--- config.mk ---
export PLATFORM = sky130hd
export DESIGN_NAME = estagio_ula_n
export DESIGN_NICKNAME = d
export VERILOG_FILES = /design/src/rtl/estagio_ula_n.sv
export SDC_FILE = /design/constraint.sdc
export NUM_CORES = 1
export LEC_CHECK = 0
export BUFFER_PORTS_ARGS = -buffer_cell sky130_fd_sc_hd__buf_2
export CAP_MARGIN = 15
export CORE_UTILIZATION = 35
export CTS_BUF_LIST = sky130_fd_sc_hd__clkbuf_2 sky130_fd_sc_hd__clkbuf_4 sky130_fd_sc_hd__clkbuf_8
export DETAILED_ROUTE_END_ITERATION = 8
export HOLD_SLACK_MARGIN = 0.1
export SLEW_MARGIN = 20
export SYNTH_ARGS = -nofsm -noshare
export SYNTH_HDL_FRONTEND = slang
export SYNTH_SLANG_ARGS = --single-unit
--- constraint.sdc ---
create_clock -name clk -period 2.5 [get_ports clk]
set_input_delay 0 -clock clk [delete_from_list [all_inputs] [get_ports clk]]
set_output_delay 0 -clock clk [all_outputs]
set_load 0.05 [all_outputs]
--- src/rtl/estagio_ula_n.sv ---
// rtl/estagio_ula_n.sv - clocked dual-rail ALU pipeline stage with four-phase DATA/NULL handshake
// Optional feature macro: ESTAGIO_ULA_N_ILLEGAL_DET_EN (illegal 11 codeword detection, sticky err)
module estagio_ula_n #(
  parameter int W = 8
) (
  input  logic           clk,
  input  logic           rst,
  input  logic           ack_in,
  input  logic [2*W-1:0] a,
  input  logic [2*W-1:0] b,
  input  logic [3:0]     opr,
  output logic           ack_out,
  output logic [2*W-1:0] soma,
  output logic [1:0]     of,
  output logic [1:0]     zero,
  output logic [1:0]     neg,
  output logic [1:0]     cout,
  output logic           err
);

  localparam int NP = 2 * W + 2;

  typedef enum logic {S_NULL = 1'b0, S_DATA = 1'b1} state_t;

  state_t state_q, state_d;

  // Captured result, single-rail: {r, of, zero, neg, carry}
  logic [W+3:0] res_q, res_d;
  logic         err_q, err_d;

  logic [2*NP-1:0] pairs;
  logic            all_data, all_null, any_illegal;

  logic [W-1:0] a_x, b_x, r;
  logic [W:0]   sum;
  logic [1:0]   op;
  logic         ovf, carry;

  assign pairs = {opr, b, a};

  // Completion detection over every input pair
  always_comb begin
    all_data    = 1'b1;
    all_null    = 1'b1;
    any_illegal = 1'b0;
    for (int i = 0; i < NP; i++) begin
      if (pairs[2*i +: 2] == 2'b11) any_illegal = 1'b1;
      if (pairs[2*i +: 2] != 2'b00) all_null = 1'b0;
`ifdef ESTAGIO_ULA_N_ILLEGAL_DET_EN
      if (!(^pairs[2*i +: 2])) all_data = 1'b0;
`else
      // An 11 pair counts as a valid logic 1
      if (pairs[2*i +: 2] == 2'b00) all_data = 1'b0;
`endif
    end
`ifdef ESTAGIO_ULA_N_ILLEGAL_DET_EN
    if (any_illegal) begin
      all_data = 1'b0;
      all_null = 1'b0;
    end
`endif
  end

  // Single-rail decode (rail1) and ALU evaluation
  always_comb begin
    for (int i = 0; i < W; i++) begin
      a_x[i] = a[2*i+1];
      b_x[i] = b[2*i+1];
    end
    op    = {opr[3], opr[1]};
    sum   = '0;
    r     = '0;
    ovf   = 1'b0;
    carry = 1'b0;
    case (op)
      2'b00: begin
        sum   = {1'b0, a_x} + {1'b0, b_x};
        r     = sum[W-1:0];
        carry = sum[W];
        ovf   = (a_x[W-1] == b_x[W-1]) && (r[W-1] != a_x[W-1]);
      end
      2'b01: begin
        // carry here means "no borrow"
        sum   = {1'b0, a_x} + {1'b0, ~b_x} + {{W{1'b0}}, 1'b1};
        r     = sum[W-1:0];
        carry = sum[W];
        ovf   = (a_x[W-1] != b_x[W-1]) && (r[W-1] != a_x[W-1]);
      end
      2'b10: r = a_x & b_x;
      default: r = a_x ^ b_x;
    endcase
    res_d = {r, ovf, (r == '0), r[W-1], carry};
  end

  // Sticky illegal-codeword flag
  always_comb begin
`ifdef ESTAGIO_ULA_N_ILLEGAL_DET_EN
    err_d = err_q | any_illegal;
`else
    err_d = 1'b0;
`endif
  end

  // State, result and error registers; reset clears everything
  always_ff @(posedge clk) begin
    if (rst) begin
      state_q <= S_NULL;
      res_q   <= '0;
      err_q   <= 1'b0;
    end else begin
      state_q <= state_d;
      err_q   <= err_d;
      if (state_q == S_NULL && state_d == S_DATA) res_q <= res_d;
    end
  end

  // Next state: synchronous C-element, holds on anything but a full wavefront with matching ack
  always_comb begin
    state_d = state_q;
    case (state_q)
      S_NULL:  if (all_data && !ack_in) state_d = S_DATA;
      default: if (all_null && ack_in)  state_d = S_NULL;
    endcase
  end

  // Outputs: dual-rail encode of the captured result in S_DATA, all NULL otherwise
  always_comb begin
    ack_out = 1'b0;
    soma    = '0;
    of      = 2'b00;
    zero    = 2'b00;
    neg     = 2'b00;
    cout    = 2'b00;
    if (state_q == S_DATA) begin
      ack_out = 1'b1;
      for (int i = 0; i < W; i++) begin
        soma[2*i+1] = res_q[i+4];
        soma[2*i]   = ~res_q[i+4];
      end
      of   = {res_q[3], ~res_q[3]};
      zero = {res_q[2], ~res_q[2]};
      neg  = {res_q[1], ~res_q[1]};
      cout = {res_q[0], ~res_q[0]};
    end
    err = err_q;
  end

endmodule

# After elaboration in Yosys (flattened, before gate mapping)
# Cells that the tools add are included.
# word_totals
reg_bits	13
# op_classes
n_reduce_logical	44
add_sub_neg	3
n_eq_ne	6
n_bitwise	16
muxes	48
# op_table
operator	n
$mux 1	40
$logic_not 2->1	19
$reduce_bool 2->1	18
$pmux 8 s3	1
$add 8x8->9	2
$mux 16	1
$not 1->1	13
$add 9x1->9 const B	1
$and 8x8->8	1
$logic_not 8->1	1
$mux 2	4
$not 8->8	1
$xor 8x8->8	1
$logic_and 1x1->1	5
$pmux 1 s2	2
$ne 1x1->1	3
$eq 2x1->1 const B	1
$eq 2x2->1 const B	1
$eq 1x1->1	1
$logic_not 1->1	1

# Depth between registers and ports, before layout
# Gate-level depths: netlist of run 1.
# depth
depth_word	23
ltp_mapped	11

# Worst setup path before layout of run 1
# Ideal clock, no wire load.
# synth_path
kind	reg2out
start	register state_q
end	output port soma[14]
t_arrival_ns	2.037
required_ns	2.500
setup_slack_ns	0.463
n_path_buf	2
path_stages_with_launch	4
cell_sequence	dfxtp_1 -> clkbuf_1 -> nor2b_1 -> buf_4
# synth_between
elab_chain_cells	1
# synth_lines
item	line_no	source
start: declaration	25	state_t state_q, state_d;
start signal: assignment	111	state_q <= state_d;
$mux 16	134	if (state_q == S_DATA) begin
end: declaration	13	output logic [2*W-1:0] soma,
# No other way between the ends.

# Final worst setup path of run 1
# layout_path
start	input port a[1]
end	register res_q[2]
# layout_between
elab_chain_cells	23
elab_cells_between_ends	51
classes_between	add/sub: 3; mux: 40; bitwise: 2; reduce/logical: 6
# layout_lines
item	line_no	source
start: declaration	9	input logic [2*W-1:0] a,
$logic_not 2->1 or $reduce_bool 2->1 (tied branches)	53, 48	
$mux 1, on equally long branches (18 in series)	53, 48	
$logic_and 1x1->1, on equally long branches	121, 122	
$mux 1, on equally long branches	121, 122	
$mux 1	120	case (state_q)
$logic_and 1x1->1	113	if (state_q == S_NULL && state_d == S_DATA) res_q <= res_d;
end signal: assignment	113	
end: declaration	28	logic [W+3:0] res_q, res_d;
# Parallel ways exist; a longest one is shown, timed or not.
# A chain may end at the register's enable or synchronous reset.

==> metrics.md, run 1 <==
| Metric | Value |
|---|---|
| Run status | `complete, no violations` |
| PostCTS Resize Cnt | `0` |
| Setup TNS | `0 ps` |
| Clk buf depth | `2` |
| Syn Nets | `293` |
| Post-route setup slack | `396.2 ps` |
| CTS tree | `yes` |
| Die Span Y | `72.19 um` |
| Register area share after synthesis | `13.93%` |
| Register area | `240.2 sq um` |
| Max IR drop VDD | `0.00009804 V` |
| Post-CTS Setup Repair Bufs | `0` |
| Synth top area cells | `dfxtp_1, ha_1, nor2b_1` |
| Final ANT Viol Nets | `0` |
| Critical path class | `input pin to flop` |
| Fin crit share | `84.15%` |
| PortBufs | `63` |
| Worst-Margin Slew | `604.2 ps` |
| Initial detailed-routing violation count | `58` |
| Most frequent cell after synthesis | `nor2_1` |
| Reg clk slew, reported paths | `50 ps` |
| Antenna diodes | `0` |
| Worst setup EP type | `flop` |
| Final net count | `348` |
| Share of cells above drive strength 1 | `26.21%` |
| Clk sinks | `12` |
| Area Growth Syn to Fin | `22.93%` |
| Core Area | `4723 sq um` |
| Total Wirelength | `4.562 mm` |
| Crit path max fanout | `3` |
| Starting Density | `36.50%` |
| CP Launch Type | `input pin` |
| Syn Inst Count | `236` |
| CP peak stage delay | `420 ps` |
| First-pass DRT Iterations | `4` |
| DP HPWL | `3.785 mm` |
| Critical Path RT | `2680 ps` |
| Static Leak | `1.026 nW` |
| Die area | `5211 sq um` |
| # fillers | `486` |
| Slowest library cell on the worst path | `fa_1` |
| Total number of yosys warnings | `0` |
| Die Width | `72.19 um` |
| Vias | `1817` |
| H-tree depth | `1` |
| Max Cap Viol | `0` |
| Main synth FF type | `dfxtp_1` |
| Async SR Flop Fraction | `0%` |
| Final Total Pwr | `689.6 uW` |
| Hold Crit Class | `input pin to flop` |
| Skew final | `2.900 ps` |
| Fin. max-slew vios | `0` |
| Gpl congestion | `0.9053` |
| Post-synth EDFFs | `0` |
| DR WL/cell | `12.78 um` |
| Worst-path cell chain | `buf_2 -> ha_1 -> fa_1 -> nor2b_1 -> o21a_1 -> a211oi_1 -> xor2_1 -> a221o_1 -> nor4_1 -> a21o_1` |
| Synth Area per Inst | `7.306 sq um` |
| Post-layout util | `44.87%` |
| Number of global-route vias before repair | `1565` |
| Initial antenna violation count | `0` |
| Largest area contributor in the netlist | `dfxtp_1` |
| Top delay family on crit path | `compound AO/OA/AOI/OAI gates` |
| Yosys top cell area share | `13.93%` |
| Achievable clock frequency | `475.3 MHz` |
| GRT Total Usage | `17.60%` |
| Setup violators final | `0` |
| First-pass GRT wire length | `7.286 mm` |
| RSZ-0062 raised after global routing | `false` |
| Dpl ws | `170.4 ps` |
| Clock buffer count from CTS | `3` |
| Via density | `5.090` |
| Fin Hold WS | `188.5 ps` |
| Largest net degree at the start of global routing | `26` |
| Final hold vios | `0` |
| Power Dens Cells | `325.4 nW/um^2` |
| Yosys reg bits | `12` |
| Worst slew margin | `59.66%` |
| IO Count | `65` |
| Worst Path Arrival | `2290 ps` |
| Latest clock arrival within the worst-skew pair | `230 ps` |
| DR DRC count | `0` |
| Hold_buf cts | `1` |
| Gr ovfl total | `0` |
| Crit path buf inv count | `1` |
| Crit path time final | `2104 ps` |
| Root Driver | `clkbuf_8` |
| Post-synthesis cell type count | `50` |
| Synthesized area | `1724 sq um` |
| Multi-input gate area | `1348 sq um` |
| Top cells by instance count after synthesis | `nor2_1, nor2b_1, ha_1, inv_1` |
| FP Rows | `25` |
[worst register-to-register path, delay by kind of cell, from the launching register on]
family / cells / cell delay [ps]
simple gates: 4 / 740
flops: 1 / 500
compound gates: 1 / 260
buf+inv: 1 / 240
[power breakdown]
group	total (mW)	leakage [nW]	internal, mW	switching, mW
Sequential	0.193	0.0966	0.192	0.000740
Combinational	0.293	0.901	0.127	0.167
Clock	0.203	0.0288	0.139	0.0647
[placed cells by master, fill, tap and decap left out, types with 3 or more instances in the layout]
cell type / instances
mux2i_1: 8
nand2_1: 9
o22ai_1: 8
nor3_1: 4
or3_1: 3
nor2b_1: 19
buf_2: 63
ha_1: 16
clkbuf_8: 4
a211oi_1: 3
or2_2: 3
nand2b_1: 6
dfxtp_1: 12
nor2_1: 28
nor4_1: 9
xnor2_1: 3
xor2_1: 4
a21oi_1: 10
and2_1: 12
o21ai_0: 11
inv_1: 16
nand3_1: 3
[kinds of logic (layout without fill, tap and decap cells)]
group,after synthesis,in the layout,share of synthesized area (%)
XOR/XNOR,7,7,3.556
multiplexers,10,10,6.604
AO/OA/AOI/OAI,55,55,22.57
buffers and inverters,31,85,7.910
other,1,1,0.2175
AND/OR/NAND/NOR,102,102,31.28
flip-flops,12,12,13.93
adder cells (fa/ha/maj),18,18,13.93
[path summary, 6_finish.rpt]
kind	start	slack [ps]	end	depth (start not counted)
worst min register to register	res_q[1]	510	res_q[1]	2
worst max-delay path	a[1]	400	res_q[2]	10
worst min-delay path	b[0]	190	state_q	5
worst max register to register	state_q	660	res_q[3]	6
[sequential cells by signal, summed over array words and instances, names as in the netlist]
signal / cells
res_q: 11
state_q: 1
[per-stage QoR]
step	instances	instance area (sq um)
floorplan	236	1724
global placement	352	2054
detailed placement	352	2054
CTS	357	2120
global route	357	2120
finish	357	2120
[cell type report]
| class | count | area share (%) |
|---|---|---|
| Multi-Input combinational cell | 193 | 63.58 |
| Timing Repair Buffer | 65 | 15.70 |
| Sequential cell | 12 | 11.33 |
| Tap cell | 67 | 3.955 |
| Inverter | 16 | 2.834 |
| Clock buffer | 4 | 2.597 |
[layer usage]
layer | vias up | wire length, um | track usage, %
met4 | 0 | 57 | 5.229
met2 | 84 | 1952 | 28.87
met3 | 6 | 260 | 1.528
met5 | - | 0 | 0
li1 | 942 | - | -
met1 | 785 | 2291 | 24.49
No activity file was read; power rests on OpenSTA's default activity.
==> run 2: changes to the inputs <==
==> constraint.sdc (replaced) <==
create_clock -name clk -period 2.1 [get_ports clk]
set_input_delay 0 -clock clk [delete_from_list [all_inputs] [get_ports clk]]
set_output_delay 0 -clock clk [all_outputs]
set_load 0.05 [all_outputs]
==> run 2 against run 1 <==
  * Critical path type unchanged
  * First-iteration DRC count down 12%
  * Register-to-register slack worse by 110 ps
  * Clock-buffer cell count down 1
  * Hold slack better by 2.7 ps
  * Critical path depth unchanged
==> metrics.md, run 2 (same netlist as run 1, synthesis figures left out) <==
| Metric | Value |
|---|---|
| Worst Path Arrival | `2060 ps` |
| Crit path buf inv count | `2` |
| RSZ-0062 raised after global routing | `true` |
| Skew final | `0.3966 ps` |
| DR DRC count | `0` |
| Max IR drop VDD | `0.0001055 V` |
| Final net count | `363` |
| Die Width | `72.19 um` |
| Hold Crit Class | `input pin to flop` |
| Static Leak | `1.092 nW` |
| Max Cap Viol | `0` |
| Largest register by flop count | `res_q` |
| Clock buffer count from CTS | `3` |
| First-pass DRT Iterations | `4` |
| Run status | `complete, no violations` |
| Crit path max fanout | `4` |
| CP Launch Type | `input pin` |
| Dpl cell area | `2167 sq um` |
| CP peak stage delay | `430 ps` |
| Largest registers | `res_q: 11 flops, state_q: 1 flops` |
| Power Dens Cells | `364.7 nW/um^2` |
| Top delay family on crit path | `compound AO/OA/AOI/OAI gates` |
| Crit path time final | `1950 ps` |
| Critical path class | `input pin to flop` |
| Core Area | `4723 sq um` |
| Fin crit share | `92.84%` |
| Commonest non-fill, non-tap cell in the layout | `buf_2` |
| Reg clk slew, reported paths | `50 ps` |
| Initial antenna violation count | `0` |
| PortBufs | `63` |
| Setup violators final | `0` |
| DP HPWL | `3.847 mm` |
| First-pass GRT wire length | `7.590 mm` |
| FP Rows | `25` |
| Initial detailed-routing violation count | `51` |
| Post-route design area | `2248 sq um` |
| Starting Density | `36.50%` |
| Worst-path cell chain | `buf_2 -> inv_1 -> ha_1 -> nor2b_1 -> o21a_1 -> a311o_1 -> a31oi_4 -> mux2i_1 -> a221oi_2 -> a211oi_1` |
| Commonest non-fill, non-tap cells in the layout | `buf_2, nor2_1, nor2b_1` |
| Max reg flops | `11` |
| Achievable clock frequency | `512.9 MHz` |
| Critical Path RT | `2210 ps` |
| Final hold vios | `0` |
| Die area | `5211 sq um` |
| Die Span Y | `72.19 um` |
| IO Count | `65` |
| DR WL/cell | `12.35 um` |
| H-tree depth | `1` |
| Antenna diodes | `0` |
| Clk sinks | `12` |
| Fin. max-slew vios | `0` |
| Post-layout util | `47.60%` |
| Final Total Pwr | `820.1 uW` |
| Post-route setup slack | `150.4 ps` |
| Placed Cells incl. Taps | `367` |
| Fin cells | `371` |
| Slowest library cell on the worst path | `a311o_1` |
| Via density | `5.030` |
| CTS tree | `yes` |
| Total Wirelength | `4.580 mm` |
| Area Growth Syn to Fin | `30.41%` |
| Share of cells above drive strength 1 | `31.91%` |
| Dpl ws | `-188.0 ps` |
| Root Driver | `clkbuf_8` |
| Clk buf depth | `2` |
| Largest net degree at the start of global routing | `25` |
| Gpl congestion | `0.8410` |
| Number of global-route vias before repair | `1621` |
| Gr ovfl total | `0` |
| GRT Total Usage | `18.29%` |
| Vias | `1866` |
| Final ANT Viol Nets | `0` |
| Latest clock arrival within the worst-skew pair | `230 ps` |
| Worst setup EP type | `flop` |
==> run 2: worst paths after layout <==
path,start,slack [ps],cells after the start,endpoint
hold reg to reg,res_q[1],510,2,res_q[1]
hold / removal,b[0],190,5,state_q
setup / recovery,b[3],150,10,res_q[1]
setup reg to reg,state_q,550,6,res_q[3]
==> run 2: timing repair <==
item                                    in CTS  in global routing
hold buffers                                 1                  0
buffers inserted                             0                  0
gates resized for setup                      0                  9
hold endpoints to repair                     6                  0
endpoints found under the setup margin       0                  4
==> run 2: area by class of cell <==
type                            count  area, sq um
Tap cell                           67        83.83
Inverter                           16        60.06
Timing Repair Buffer               80        445.4
Multi-Input combinational cell    193         1378
Fill cell                         469         2475
Clock buffer                        3        41.29
Sequential cell                    12        240.2
==> run 2: where the power goes <==
part | internal, mW | leakage [nW] | switching (mW) | total, mW
sequential | 0.229 | 0.0966 | 0.000492 | 0.230
combinational | 0.181 | 0.974 | 0.210 | 0.391
clock | 0.125 | 0.0216 | 0.0737 | 0.199
total | 0.536 | 1.09 | 0.284 | 0.820
==> run 2: tightest hold or removal path, cell delays in order <==
cell	delay [ps]
buf_2	80
nor2_1	50
nand4_1	110
a21oi_1	80
nor2_1	70
==> run 2: metal layers <==
| metal | global-route usage, % | wire length [um] | vias up |
|---|---|---|---|
| met3 | 1.528 | 302 | 2 |
| li1 | - | - | 971 |
| met2 | 29.80 | 2001 | 85 |
| met5 | 0 | 0 | - |
| met1 | 25.99 | 2261 | 808 |
| met4 | 4.575 | 14 | 0 |
==> run 2: metrics by stage <==
step           hold slack, ps  setup TNS (ps)
2_1_floorplan           164.8               0
3_3_place_gp            317.0          -372.8
3_5_place_dp            329.2          -469.2
4_1_cts                 184.3               0
5_1_grt                 231.2          -9.770
6_report                191.2               0
==> run 3: changes to the inputs <==
--- a/config.mk
+++ b/config.mk
@@ -10,7 +10,9 @@
 export CORE_UTILIZATION = 35
 export CTS_BUF_LIST = sky130_fd_sc_hd__clkbuf_2 sky130_fd_sc_hd__clkbuf_4 sky130_fd_sc_hd__clkbuf_8
 export DETAILED_ROUTE_END_ITERATION = 8
+export GPL_TIMING_DRIVEN = 0
 export HOLD_SLACK_MARGIN = 0.1
+export RECOVER_POWER = 100
 export SLEW_MARGIN = 20
 export SYNTH_ARGS = -nofsm -noshare
 export SYNTH_HDL_FRONTEND = slang
==> run 3 against run 2 <==
  * Combinational power shrank 6.4%
  * Clock-buffer cell count unchanged
  * Design area shrank 3.5%
  * Total power fell by 3.1%
  * Largest power group unchanged
==> metrics.md, run 3 (same netlist as run 1, synthesis figures left out) <==
| Metric | Value |
|---|---|
| Via density | `5.022` |
| Fin crit share | `94.34%` |
| Max reg flops | `11` |
| Max IR drop VDD | `0.0001145 V` |
| Worst-Margin Slew | `609.6 ps` |
| First-pass GRT wire length | `7.852 mm` |
| GRT Max-Usage Layer | `met2` |
| Gr ovfl total | `0` |
| Initial antenna violation count | `0` |
| RSZ-0062 raised after global routing | `true` |
| Core Area | `4723 sq um` |
| Critical path class | `input pin to flop` |
| Power Dens Cells | `366.3 nW/um^2` |
| Area Growth Syn to Fin | `25.83%` |
| FP Rows | `25` |
| Final ANT Viol Nets | `0` |
| Clock buffer count from CTS | `3` |
| R2R Setup Slk | `260 ps` |
| Die Width | `72.19 um` |
| IO Count | `65` |
| Crit path time final | `1981 ps` |
| Crit path max fanout | `3` |
| Number of global-route vias before repair | `1721` |
| Static Leak | `0.9512 nW` |
| DR WL/cell | `12.93 um` |
| Critical Path RT | `2200 ps` |
| Final Total Pwr | `794.8 uW` |
| Initial detailed-routing violation count | `51` |
| Root Driver | `clkbuf_8` |
| Commonest non-fill, non-tap cell in the layout | `buf_2` |
| DP HPWL | `3.964 mm` |
| Final hold vios | `0` |
| Met2 usage | `31.98%` |
| Largest net degree at the start of global routing | `11` |
| Antenna diodes | `0` |
| Top delay family on crit path | `compound AO/OA/AOI/OAI gates` |
| Commonest non-fill, non-tap cells in the layout | `buf_2, clkbuf_1, nor2_1` |
| Global routing usage on met1 | `25.93%` |
| Clk sinks | `12` |
| Setup violators final | `0` |
| Post-layout util | `45.93%` |
| Worst-path cell chain | `buf_2 -> ha_2 -> fa_2 -> nor2b_1 -> o21a_1 -> a211oi_2 -> clkbuf_4 -> o21bai_1 -> a221oi_1 -> nand2b_1 -> a311oi_1` |
| GRT Total Usage | `19.09%` |
| Starting Density | `36.50%` |
| First-pass DRT Iterations | `4` |
| Hold Crit Class | `input pin to flop` |
| Routing usage on met3 | `1.250%` |
| Run status | `complete, no violations` |
| Worst slew margin | `59.53%` |
| Vias | `1863` |
| Worst setup EP type | `flop` |
| Clk buf depth | `2` |
| CP Launch Type | `input pin` |
| Total Wirelength | `4.796 mm` |
| H-tree depth | `1` |
| CTS tree | `yes` |
| Latest clock arrival within the worst-skew pair | `230 ps` |
| Gpl congestion | `0.8718` |
| Largest registers | `res_q: 11 flops, state_q: 1 flops` |
| CP peak stage delay | `350 ps` |
| Slowest library cell on the worst path | `fa_2` |
| PortBufs | `63` |
| Worst Path Arrival | `2080 ps` |
| Reg clk slew, reported paths | `50 ps` |
| Largest register by flop count | `res_q` |
| Max Cap Viol | `0` |
| Die Span Y | `72.19 um` |
| Fin. max-slew vios | `0` |
| Share of cells above drive strength 1 | `21.05%` |
| Crit path buf inv count | `2` |
| Final net count | `363` |
| Die area | `5211 sq um` |
| Skew final | `0.5575 ps` |
| Achievable clock frequency | `504.8 MHz` |
| DR DRC count | `0` |
==> run 3: changes by cell type in the layout (fill, tap and decap cells not counted), sizes merged <==
| cell | before | now |
|---|---|---|
| clkbuf | 3 | 36 |
| buf | 79 | 46 |
==> run 3: power breakdown <==
part	switching, mW	internal (mW)
sequential	0.000609	0.229
clock	0.0736	0.125
combinational	0.207	0.159
==> run 3: layer usage <==
metal | vias up | wire length, um
li1 | 966 | -
met1 | 813 | 2384
met2 | 79 | 2116
met3 | 5 | 241
met4 | 0 | 53
met5 | - | 0
==> run 3: layout make-up <==
| class | instances | area [sq um] |
|---|---|---|
| fillers | 502 | 2554 |
| flip-flops and latches | 12 | 240.2 |
| plain buffers | 15 | 73.82 |
| well taps | 67 | 83.83 |
| inverters | 16 | 60.06 |
| multi-input cells | 193 | 1369 |
| clock buffers | 3 | 41.29 |
| repair buffers | 65 | 301.5 |
==> run 3: worst min-delay path: stages <==
cell	delay, ps
buf_2	80
nor2_1	50
nand4_1	120
a21oi_1	80
nor2_1	70
==> run 3: repair_timing <==
| item | CTS | global route |
|---|---|---|
| gates cloned | 0 | 0 |
| hold buffers | 1 | 0 |
| setup endpoints to repair | 1 | 2 |
| hold endpoints to repair | 1 | 0 |
| pin swaps | 0 | 5 |
| buffers inserted | 0 | 1 |
| resized for setup | 1 | 7 |
==> run 3: worst paths after layout <==
check / start / end / cells past startpoint
worst min-delay path: b[0] / state_q / 5
worst max-delay path: a[1] / res_q[0] / 11
worst max register to register: state_q / res_q[6] / 6
worst min register to register: res_q[5] / res_q[5] / 2
==> run 3: per-stage QoR <==
stage                     TNS, ps  instance area, sq um  hold slack, ps  setup WS (ps)  instances
after floorplan                 0                  1724           164.8          63.17        236
after global placement     -791.6                  2123           308.8         -365.1        366
after detailed placement   -779.5                  2123           305.0         -317.8        366
after CTS                       0                  2180           188.7          36.23        370
after global routing       -9.479                  2170           241.9         -6.898        371
final                           0                  2170           207.5          119.0        371
